**src/rtl/ov7670_frame_capture.sv**
```systemverilog
// ov7670_frame_capture
//   Captures frames from an OV7670-style camera bus into a write port for a
//   frame buffer, with optional decimation. Bytes arrive as pairs: b0 then b1.
//   Each pair is converted to an RGB444 pixel. The pixel can be YUV422 gray
//   (Y byte first) or RGB565 (high byte first).
//
// Ports
//   pclk        sensor pixel clock, sole clock (rising edge)
//   rst         asynchronous active-high reset
//   vsync       sensor vertical sync, high = blanking
//   href        sensor line valid
//   din[7:0]    sensor data byte
//   arm         capture start request
//   cont        1 = continuous frames, 0 = single frame (latched at frame start)
//   fmt         0 = YUV422 gray, 1 = RGB565 (latched at frame start)
//   addr        frame buffer write address
//   dout[11:0]  RGB444 pixel {r,g,b}
//   we          one-cycle write strobe, registered together with addr/dout
//   busy        high while waiting for a frame or capturing one
//   capture_end level in DONE; one-cycle pulse per frame in continuous mode
//   err         sticky framing error, cleared on reset or at frame start
//
// state   | meaning
// IDLE    | after reset, waiting for arm
// WAIT_VS | armed, waiting for a vsync falling edge
// ACTIVE  | capturing the current frame
// DONE    | single frame complete, capture_end held high until re-armed
module ov7670_frame_capture #(
  parameter int WIDTH  = 640,
  parameter int HEIGHT = 480,
  parameter int DECIM  = 1,
  parameter int ADDR_W = 19
) (
  input  logic              pclk,
  input  logic              rst,
  input  logic              vsync,
  input  logic              href,
  input  logic [7:0]        din,
  input  logic              arm,
  input  logic              cont,
  input  logic              fmt,
  output logic [ADDR_W-1:0] addr,
  output logic [11:0]       dout,
  output logic              we,
  output logic              busy,
  output logic              capture_end,
  output logic              err
);

  localparam int CW = $clog2(WIDTH + 1);
  localparam int RW = $clog2(HEIGHT + 1);
  // DECIM is restricted to 1, 2 or 4, so divide and modulo are shift and mask.
  localparam int SH = (DECIM == 4) ? 2 : ((DECIM == 2) ? 1 : 0);
  localparam logic [CW-1:0]     WIDTH_C   = CW'(WIDTH);
  localparam logic [RW-1:0]     HEIGHT_C  = RW'(HEIGHT);
  localparam logic [CW-1:0]     CMASK     = CW'(DECIM - 1);
  localparam logic [RW-1:0]     RMASK     = RW'(DECIM - 1);
  localparam logic [ADDR_W-1:0] LINE_STEP = ADDR_W'(WIDTH / DECIM);

  typedef enum logic [1:0] {IDLE, WAIT_VS, ACTIVE, DONE} state_t;

  state_t state, state_nxt;

  logic              vsync_q, href_q;
  logic              vs_fall, vs_rise, href_fall;
  logic              start, frame_end;
  logic              fmt_l, cont_l;
  logic              phase;
  logic [3:0]        b0_hi;
  logic [2:0]        b0_lo;
  logic [CW-1:0]     col;
  logic [RW-1:0]     row;
  logic [ADDR_W-1:0] line_base;
  logic              ce_pulse;
  logic              in_frame, col_kept, row_kept;

  assign vs_fall   = vsync_q & ~vsync;
  assign vs_rise   = ~vsync_q & vsync;
  assign href_fall = href_q & ~href;

  assign in_frame = (col < WIDTH_C) && (row < HEIGHT_C);
  assign col_kept = ((col & CMASK) == '0);
  assign row_kept = (row < HEIGHT_C) && ((row & RMASK) == '0);

  always_ff @(posedge pclk or posedge rst) begin
    if (rst) state <= IDLE;
    else     state <= state_nxt;
  end

  always_comb begin
    state_nxt = state;
    start     = 1'b0;
    frame_end = 1'b0;
    case (state)
      IDLE:    if (arm) state_nxt = WAIT_VS;
      WAIT_VS: if (vs_fall) begin
        state_nxt = ACTIVE;
        start     = 1'b1;
      end
      ACTIVE:  if (vs_rise) begin
        state_nxt = cont_l ? WAIT_VS : DONE;
        frame_end = 1'b1;
      end
      DONE:    if (arm) state_nxt = WAIT_VS;
      default: state_nxt = IDLE;
    endcase
  end

  always_ff @(posedge pclk or posedge rst) begin
    if (rst) begin
      vsync_q   <= 1'b0;
      href_q    <= 1'b0;
      fmt_l     <= 1'b0;
      cont_l    <= 1'b0;
      phase     <= 1'b0;
      b0_hi     <= '0;
      b0_lo     <= '0;
      col       <= '0;
      row       <= '0;
      line_base <= '0;
      addr      <= '0;
      dout      <= '0;
      we        <= 1'b0;
      err       <= 1'b0;
      ce_pulse  <= 1'b0;
    end else begin
      vsync_q  <= vsync;
      href_q   <= href;
      we       <= 1'b0;
      ce_pulse <= frame_end & cont_l;
      if (start) begin
        fmt_l     <= fmt;
        cont_l    <= cont;
        phase     <= 1'b0;
        col       <= '0;
        row       <= '0;
        line_base <= '0;
        err       <= 1'b0;
      end else if (state == ACTIVE) begin
        if (vs_rise) begin
          // Frame ended in the middle of a line.
          if (href) err <= 1'b1;
          phase <= 1'b0;
        end else if (href) begin
          if (!phase) begin
            b0_hi <= din[7:4];
            b0_lo <= din[2:0];
            phase <= 1'b1;
          end else begin
            phase <= 1'b0;
            if (in_frame) begin
              if (col_kept && row_kept) begin
                we   <= 1'b1;
                addr <= line_base + ADDR_W'(col >> SH);
                dout <= fmt_l ? {b0_hi, b0_lo, din[7], din[4:1]}
                              : {b0_hi, b0_hi, b0_hi};
              end
            end else begin
              err <= 1'b1;
            end
            // col saturates at WIDTH so every later pixel on the line stays suppressed.
            if (col < WIDTH_C) col <= col + 1'b1;
          end
        end else begin
          phase <= 1'b0;
          if (href_fall) begin
            // A pending b0 at line end is an odd partial pixel; drop it.
            if (phase) err <= 1'b1;
            col <= '0;
            if (row < HEIGHT_C) row <= row + 1'b1;
            if (row_kept) line_base <= line_base + LINE_STEP;
          end
        end
      end
    end
  end

  assign busy        = (state == WAIT_VS) || (state == ACTIVE);
  assign capture_end = (state == DONE) || ce_pulse;

endmodule
```
**config.mk**
```make
export PLATFORM = sky130hd
export DESIGN_NAME = ov7670_frame_capture
export DESIGN_NICKNAME = d
export VERILOG_FILES = /design/src/rtl/ov7670_frame_capture.sv
export SDC_FILE = /design/constraint.sdc
export NUM_CORES = 1
export LEC_CHECK = 0
export CAP_MARGIN = 20
export CORE_MARGIN = 2
export CORE_UTILIZATION = 45
export CTS_CLUSTER_SIZE = 16
export DETAILED_ROUTE_END_ITERATION = 6
export PLACE_DENSITY = 0.78
export SYNTH_ARGS = -nofsm -noshare
export SYNTH_HDL_FRONTEND = slang
export SYNTH_SLANG_ARGS = --single-unit
```
**constraint.sdc**
```tcl
create_clock -name pclk -period 2.9 [get_ports pclk]
set_input_delay 0.58 -clock pclk [delete_from_list [all_inputs] [get_ports pclk]]
set_output_delay 0.58 -clock pclk [all_outputs]
set_load 0.005 [all_outputs]
```
-- Word level (Yosys, flattened, before mapping)
Cells that the tools add are included.
- bits of input ports: 15
- output and inout port bits: 35
- flip-flop bits (word level): 86
- $add $sub $neg: 4
- magnitude comparators: 2
- bitwise gates (word level): 10
- mux-type cells: 50
- reduce and logical (&&, ||, !) cells: 17
- equality and inequality tests: 12
- operators with widths (kind ; number):
    19-bit 2-to-1 mux ; 6
    10-bit 2-to-1 mux ; 7
    9-bit 2-to-1 mux ; 6
    1-bit 2-to-1 mux ; 25
    19-bit by 10-bit adder with 19-bit output ; 1
    19-bit by 10-bit adder with 19-bit output, second input constant ; 1
    5-bit AND reduction ; 3
    10-bit by 1-bit adder with 10-bit output, second input constant ; 1
    10-bit less-than comparator, second input constant ; 1
    9-bit by 1-bit adder with 9-bit output, second input constant ; 1
    9-bit less-than comparator, second input constant ; 1
    3-bit nonzero test ; 3
    2-bit 2-to-1 mux ; 4
    8-bit 2-to-1 mux ; 1
    7-bit AND reduction ; 1
    2-bit by 1-bit inequality test with 1-bit output, second input constant ; 3
    3-bit by 1-bit inequality test with 1-bit output, second input constant ; 2
    1-bit NOT ; 6
    2-bit case mux with 3 select lines ; 1
    6-bit AND reduction ; 1
    2-bit nonzero test ; 3
    1-bit AND ; 4
    2-bit == test, second input constant ; 2
    2-bit inequality test, second input constant ; 2
    other kinds (8) ; 9

-- Longest topological paths before layout
- word-level depth: 8
- mapped depth: 10
- gate-level depth less buffers: 7

-- Worst setup path after synthesis
OpenSTA, ideal clock, no wires.
- path kind: input -> register
- from: input href
- to: register line_base[12]
- path buffers: 2
- stages: 7
- setup slack: 878 ps
- arrival: 1944 ps
- cells stage by stage: buf_6 > nand2b_1 > a21o_1 > buf_6 > a21o_1 > or4_1 > a21oi_1
- cells in the longest elaborated chain, start to end: 4
- elaborated cells between the ends (all ways): 5
- those cells by class: 1 x eq/ne; 2 x bitwise; 2 x reduce/logical
- RTL lines (item ; RTL line ; text):
    from (decl) ; 37 ; input logic href,
    1-bit NOT ; 79 ; assign href_fall = href_q & ~href;
    1-bit AND ; 79 ;
    2-bit nonzero test (no line) ; - ;
    5-bit AND reduction (no line) (*) ; - ;
    to (signal assigned) ; 171 ; if (row_kept) line_base <= line_base + LINE_STEP;
    to (decl) ; 73 ; logic [ADDR_W-1:0] line_base;
Every way passes the cells marked *; elsewhere a longest branch is shown, timed or not.
A chain may end at the register's enable or synchronous reset.

-- Final worst setup path
- from: input vsync
- to: register line_base[15]
- cells in the longest elaborated chain, start to end: 6
- elaborated cells between the ends (all ways): 12
- those cells by class: 2 x eq/ne; 3 x mux; 3 x bitwise; 4 x reduce/logical
- RTL lines (item ; RTL line ; text):
    from (decl) ; 36 ; input logic vsync,
    1-bit NOT ; 77 ; assign vs_fall = vsync_q & ~vsync;
    1-bit AND ; 77 ;
    1-bit 2-to-1 mux ; 96 ; WAIT_VS: if (vs_fall) begin
    1-bit 2-to-1 mux ; 94 ; case (state)
    2-bit by 1-bit inequality test with 1-bit output (no line) / 2-bit nonzero test (equally long branches) ; - ;
    5-bit AND reduction (no line) ; - ;
Parallel ways exist; a longest one is shown, timed or not.

==> impl_metrics.env <==
export IMPL_ios=50
export IMPL_synth_top_area_frac=0.4986
export IMPL_leakage_nw=2.105
export IMPL_path_class="primary input to flip-flop"
export IMPL_cap_violations=0
export IMPL_setup_viol=0
export IMPL_synthFlopType="dfrtp_1"
export IMPL_final_cells=562
export IMPL_fin_crit_sh=0.8454
export IMPL_yosys_warnings=0
export IMPL_synth_edff_count=0
export IMPL_wl_per_cell_um=14.15
export IMPL_post_cts_setup_buffers=0
export IMPL_multi_input_area_um2=1841
export IMPL_critPathSlowestCell="or4_1"
export IMPL_period_minus_slack_ns=2.452
export IMPL_status="finished, final reports clean"
export IMPL_path_clk_slew_ns=0.08
export IMPL_dp_cells=546
export IMPL_synthTopCellsByCount="dfrtp_1 (79), a21oi_1 (46), nor2_1 (44)"
export IMPL_ys_seq_area_frac=0.4986
export IMPL_critPathTopFamily="simple AND/OR/NAND/NOR gates"
export IMPL_synth_most_common_cell="dfrtp_1"
export IMPL_place_congestion=0.8339
export IMPL_drive_gt1_frac=0.1211
export IMPL_antenna_left=0
export IMPL_fillers=745
export IMPL_syn_area_per_cell_um2=10.06
export IMPL_critPathLaunchType="primary input"
export IMPL_die_w_um=97.87
export IMPL_worstSkewPairLatency_ns=0.35
export IMPL_final_cell_area_um2=4810
export IMPL_synthArstFlopShare=1.000
export IMPL_fp_dieH_um=97.87
export IMPL_diodes=0
export IMPL_slew_violations=0
export IMPL_fmax_mhz=407.9
export IMPL_root_buffer="clkbuf_8"
export IMPL_synth_top_cell_by_area="dfrtp_1"
export IMPL_synthCells=394
export IMPL_nNetsFinal=475
export IMPL_yosysUniqueCellTypes=47
export IMPL_tns_ns=0
export IMPL_cts_buffers=9
export IMPL_core_area_um2=8636
export IMPL_rows=34
export IMPL_avgViaCountPerCell=5.413
export IMPL_max_stage_delay_ns=0.56
export IMPL_first_global_vias=2948
export IMPL_drt_first_iter_violations=184
export IMPL_synth_area_leaders="dfrtp_1 (50%), a21oi_1 (5.8%), mux2_2 (5.4%)"
export IMPL_critical_path_cell_chain="clkdlybuf4s50_1 -> and3b_1 -> a31oi_4 -> a21o_1 -> or4_1 -> a21oi_1"
export IMPL_io_buffers=49
export IMPL_synth_area_um2=3965
export IMPL_power_mw=4.015
export IMPL_wirelength_um=7951
export IMPL_hold_viol=0
export IMPL_post_cts_resize_count=0
export IMPL_cts_tree="yes"
export IMPL_clockBufferDepth=2
export IMPL_dpl_cell_area_um2=4611
export IMPL_synth_nets=420
export IMPL_worstSetupEndpointType="flip-flop"
export IMPL_ys_seq_elements=79
export IMPL_grtUsageTotal=0.1769
export IMPL_cp_required_ns=3.18
export IMPL_grt_ovfl_total=0
export IMPL_peakVddDrop_mv=0.4447
export IMPL_num_vias=3042
export IMPL_cp_num_buf_inv=1
export IMPL_crit_fanout=17
export IMPL_fin_skew_ns=0.01027
export IMPL_power_density_nw_per_um2=834.8
export IMPL_cts_sinks=79
export IMPL_htreeDepth=3
export IMPL_grt_pass1_wl_um=13920
export IMPL_arrival_ns=2.73
export IMPL_drcViolationCount=0
export IMPL_grt_max_degree=80
export IMPL_maxSlewHeadroom=0.6503
export IMPL_worst_slew_pin_transition_ns=0.5113
export IMPL_initial_core_util=0.4591
export IMPL_antenna_found_initial=0
export IMPL_hold_path_class="flip-flop to flip-flop"
export IMPL_design_die_area_um2=9579
export IMPL_area_growth_pct=21.30
export IMPL_place_hpwl_um=5589
export IMPL_seqCellArea_um2=1977
export IMPL_rsz0062_at_grt="no"
export IMPL_first_pass_iters=4
export IMPL_hold_buffers=0
## worst reg2reg max path, delay by kind of cell (launching register included)
| kind | cells | cell delay [ns] |
|---|---|---|
| AND/OR/NAND/NOR | 2 | 0.91 |
| AO/OA/AOI/OAI | 3 | 0.62 |
| buffers and inverters | 1 | 0.09 |
| adder cells (fa/ha/maj) | 1 | 0.28 |
| flip-flops | 1 | 0.41 |
## report_power, final
part           switching [mW]  total, mW  internal [mW]
Combinational           0.631       1.45          0.823
Clock                   0.399      0.825          0.425
Sequential              0.283       1.74           1.45
## registers in the layout, summed over array words and instances (netlist names)
| name | flops |
|---|---|
| addr | 19 |
| dout | 12 |
| line_base | 12 |
| col | 10 |
| row | 9 |
| b0_hi | 4 |
| b0_lo | 3 |
| state | 2 |
| ce_pulse | 1 |
| cont_l | 1 |
| err | 1 |
| fmt_l | 1 |
| href_q | 1 |
| phase | 1 |
| vsync_q | 1 |
| we | 1 |
## worst paths after layout
check                                     startpoint                         to  slack [ns]  depth (start not counted)
worst max-delay path                           vsync  line_base[15]$_DFFE_PP0P_        0.45                          6
worst min-delay path              cont_l$_DFFE_PP0P_         cont_l$_DFFE_PP0P_        0.50                          2
worst max register to register  state[1]$_DFFE_PP0P_  line_base[15]$_DFFE_PP0P_        0.51                          7
worst min register to register    cont_l$_DFFE_PP0P_         cont_l$_DFFE_PP0P_        0.50                          2
max in group asynchronous                        rst          vsync_q$_DFF_PP0_        1.94                          3
min in group asynchronous                        rst       addr[13]$_DFFE_PP0P_        0.63                          3
## placed cells by master, fill, tap and decap left out, types with 12 or more instances in the layout
| cell | synthesis | routed |
|---|---|---|
| a21oi_1 | 46 | 46 |
| clkdlybuf4s50_1 | 0 | 49 |
| dfrtp_1 | 79 | 79 |
| mux2_2 | 19 | 19 |
| nand2_1 | 33 | 33 |
| nor2_1 | 44 | 44 |
| o21ai_0 | 12 | 12 |
| xnor2_1 | 12 | 12 |
| xor2_1 | 15 | 15 |
## cell type report
type	instances	share of cell area
tap	108	0.02810
inverter	12	0.009365
sequential	79	0.4110
multi-input combinational	285	0.3827
timing repair buffer	62	0.1275
clock inverter	4	0.01119
clock buffer	12	0.03018
## through the flow
stage / hold slack, ns / setup slack [ns] / utilization
3_5_place_dp: 0.4912 / 0.08737 / 0.5339
4_1_cts: 0.5104 / 0.4650 / 0.5569
5_1_grt: 0.5212 / 0.2788 / 0.5569
6_report: 0.5031 / 0.4484 / 0.5569
2_1_floorplan: 0.4455 / 0.2966 / -
3_3_place_gp: 0.4809 / 0.1624 / 0.5339
## kinds of logic (layout without fill, tap and decap cells)
kind of cell             Yosys count  count (layout)  share of synthesized area
AO/OA/AOI/OAI                    102             102                     0.1606
other                              1               1                  0.0009458
XOR/XNOR                          27              27                    0.05964
multiplexers                      19              19                    0.05396
adder cells (fa/ha/maj)           11              11                    0.03471
buffers and inverters             30              90                    0.03881
flip-flops                        79              79                     0.4986
AND/OR/NAND/NOR                  125             125                     0.1527
## metal layers
metal,vias to the layer above,GRT usage,part of all wire
met4,0,0.05769,0.010
met2,76,0.2871,0.49
met5,-,0,0
li1,1499,-,-
met1,1459,0.2315,0.45
met3,8,0.04796,0.050
Power figures use the tool's default switching activity.
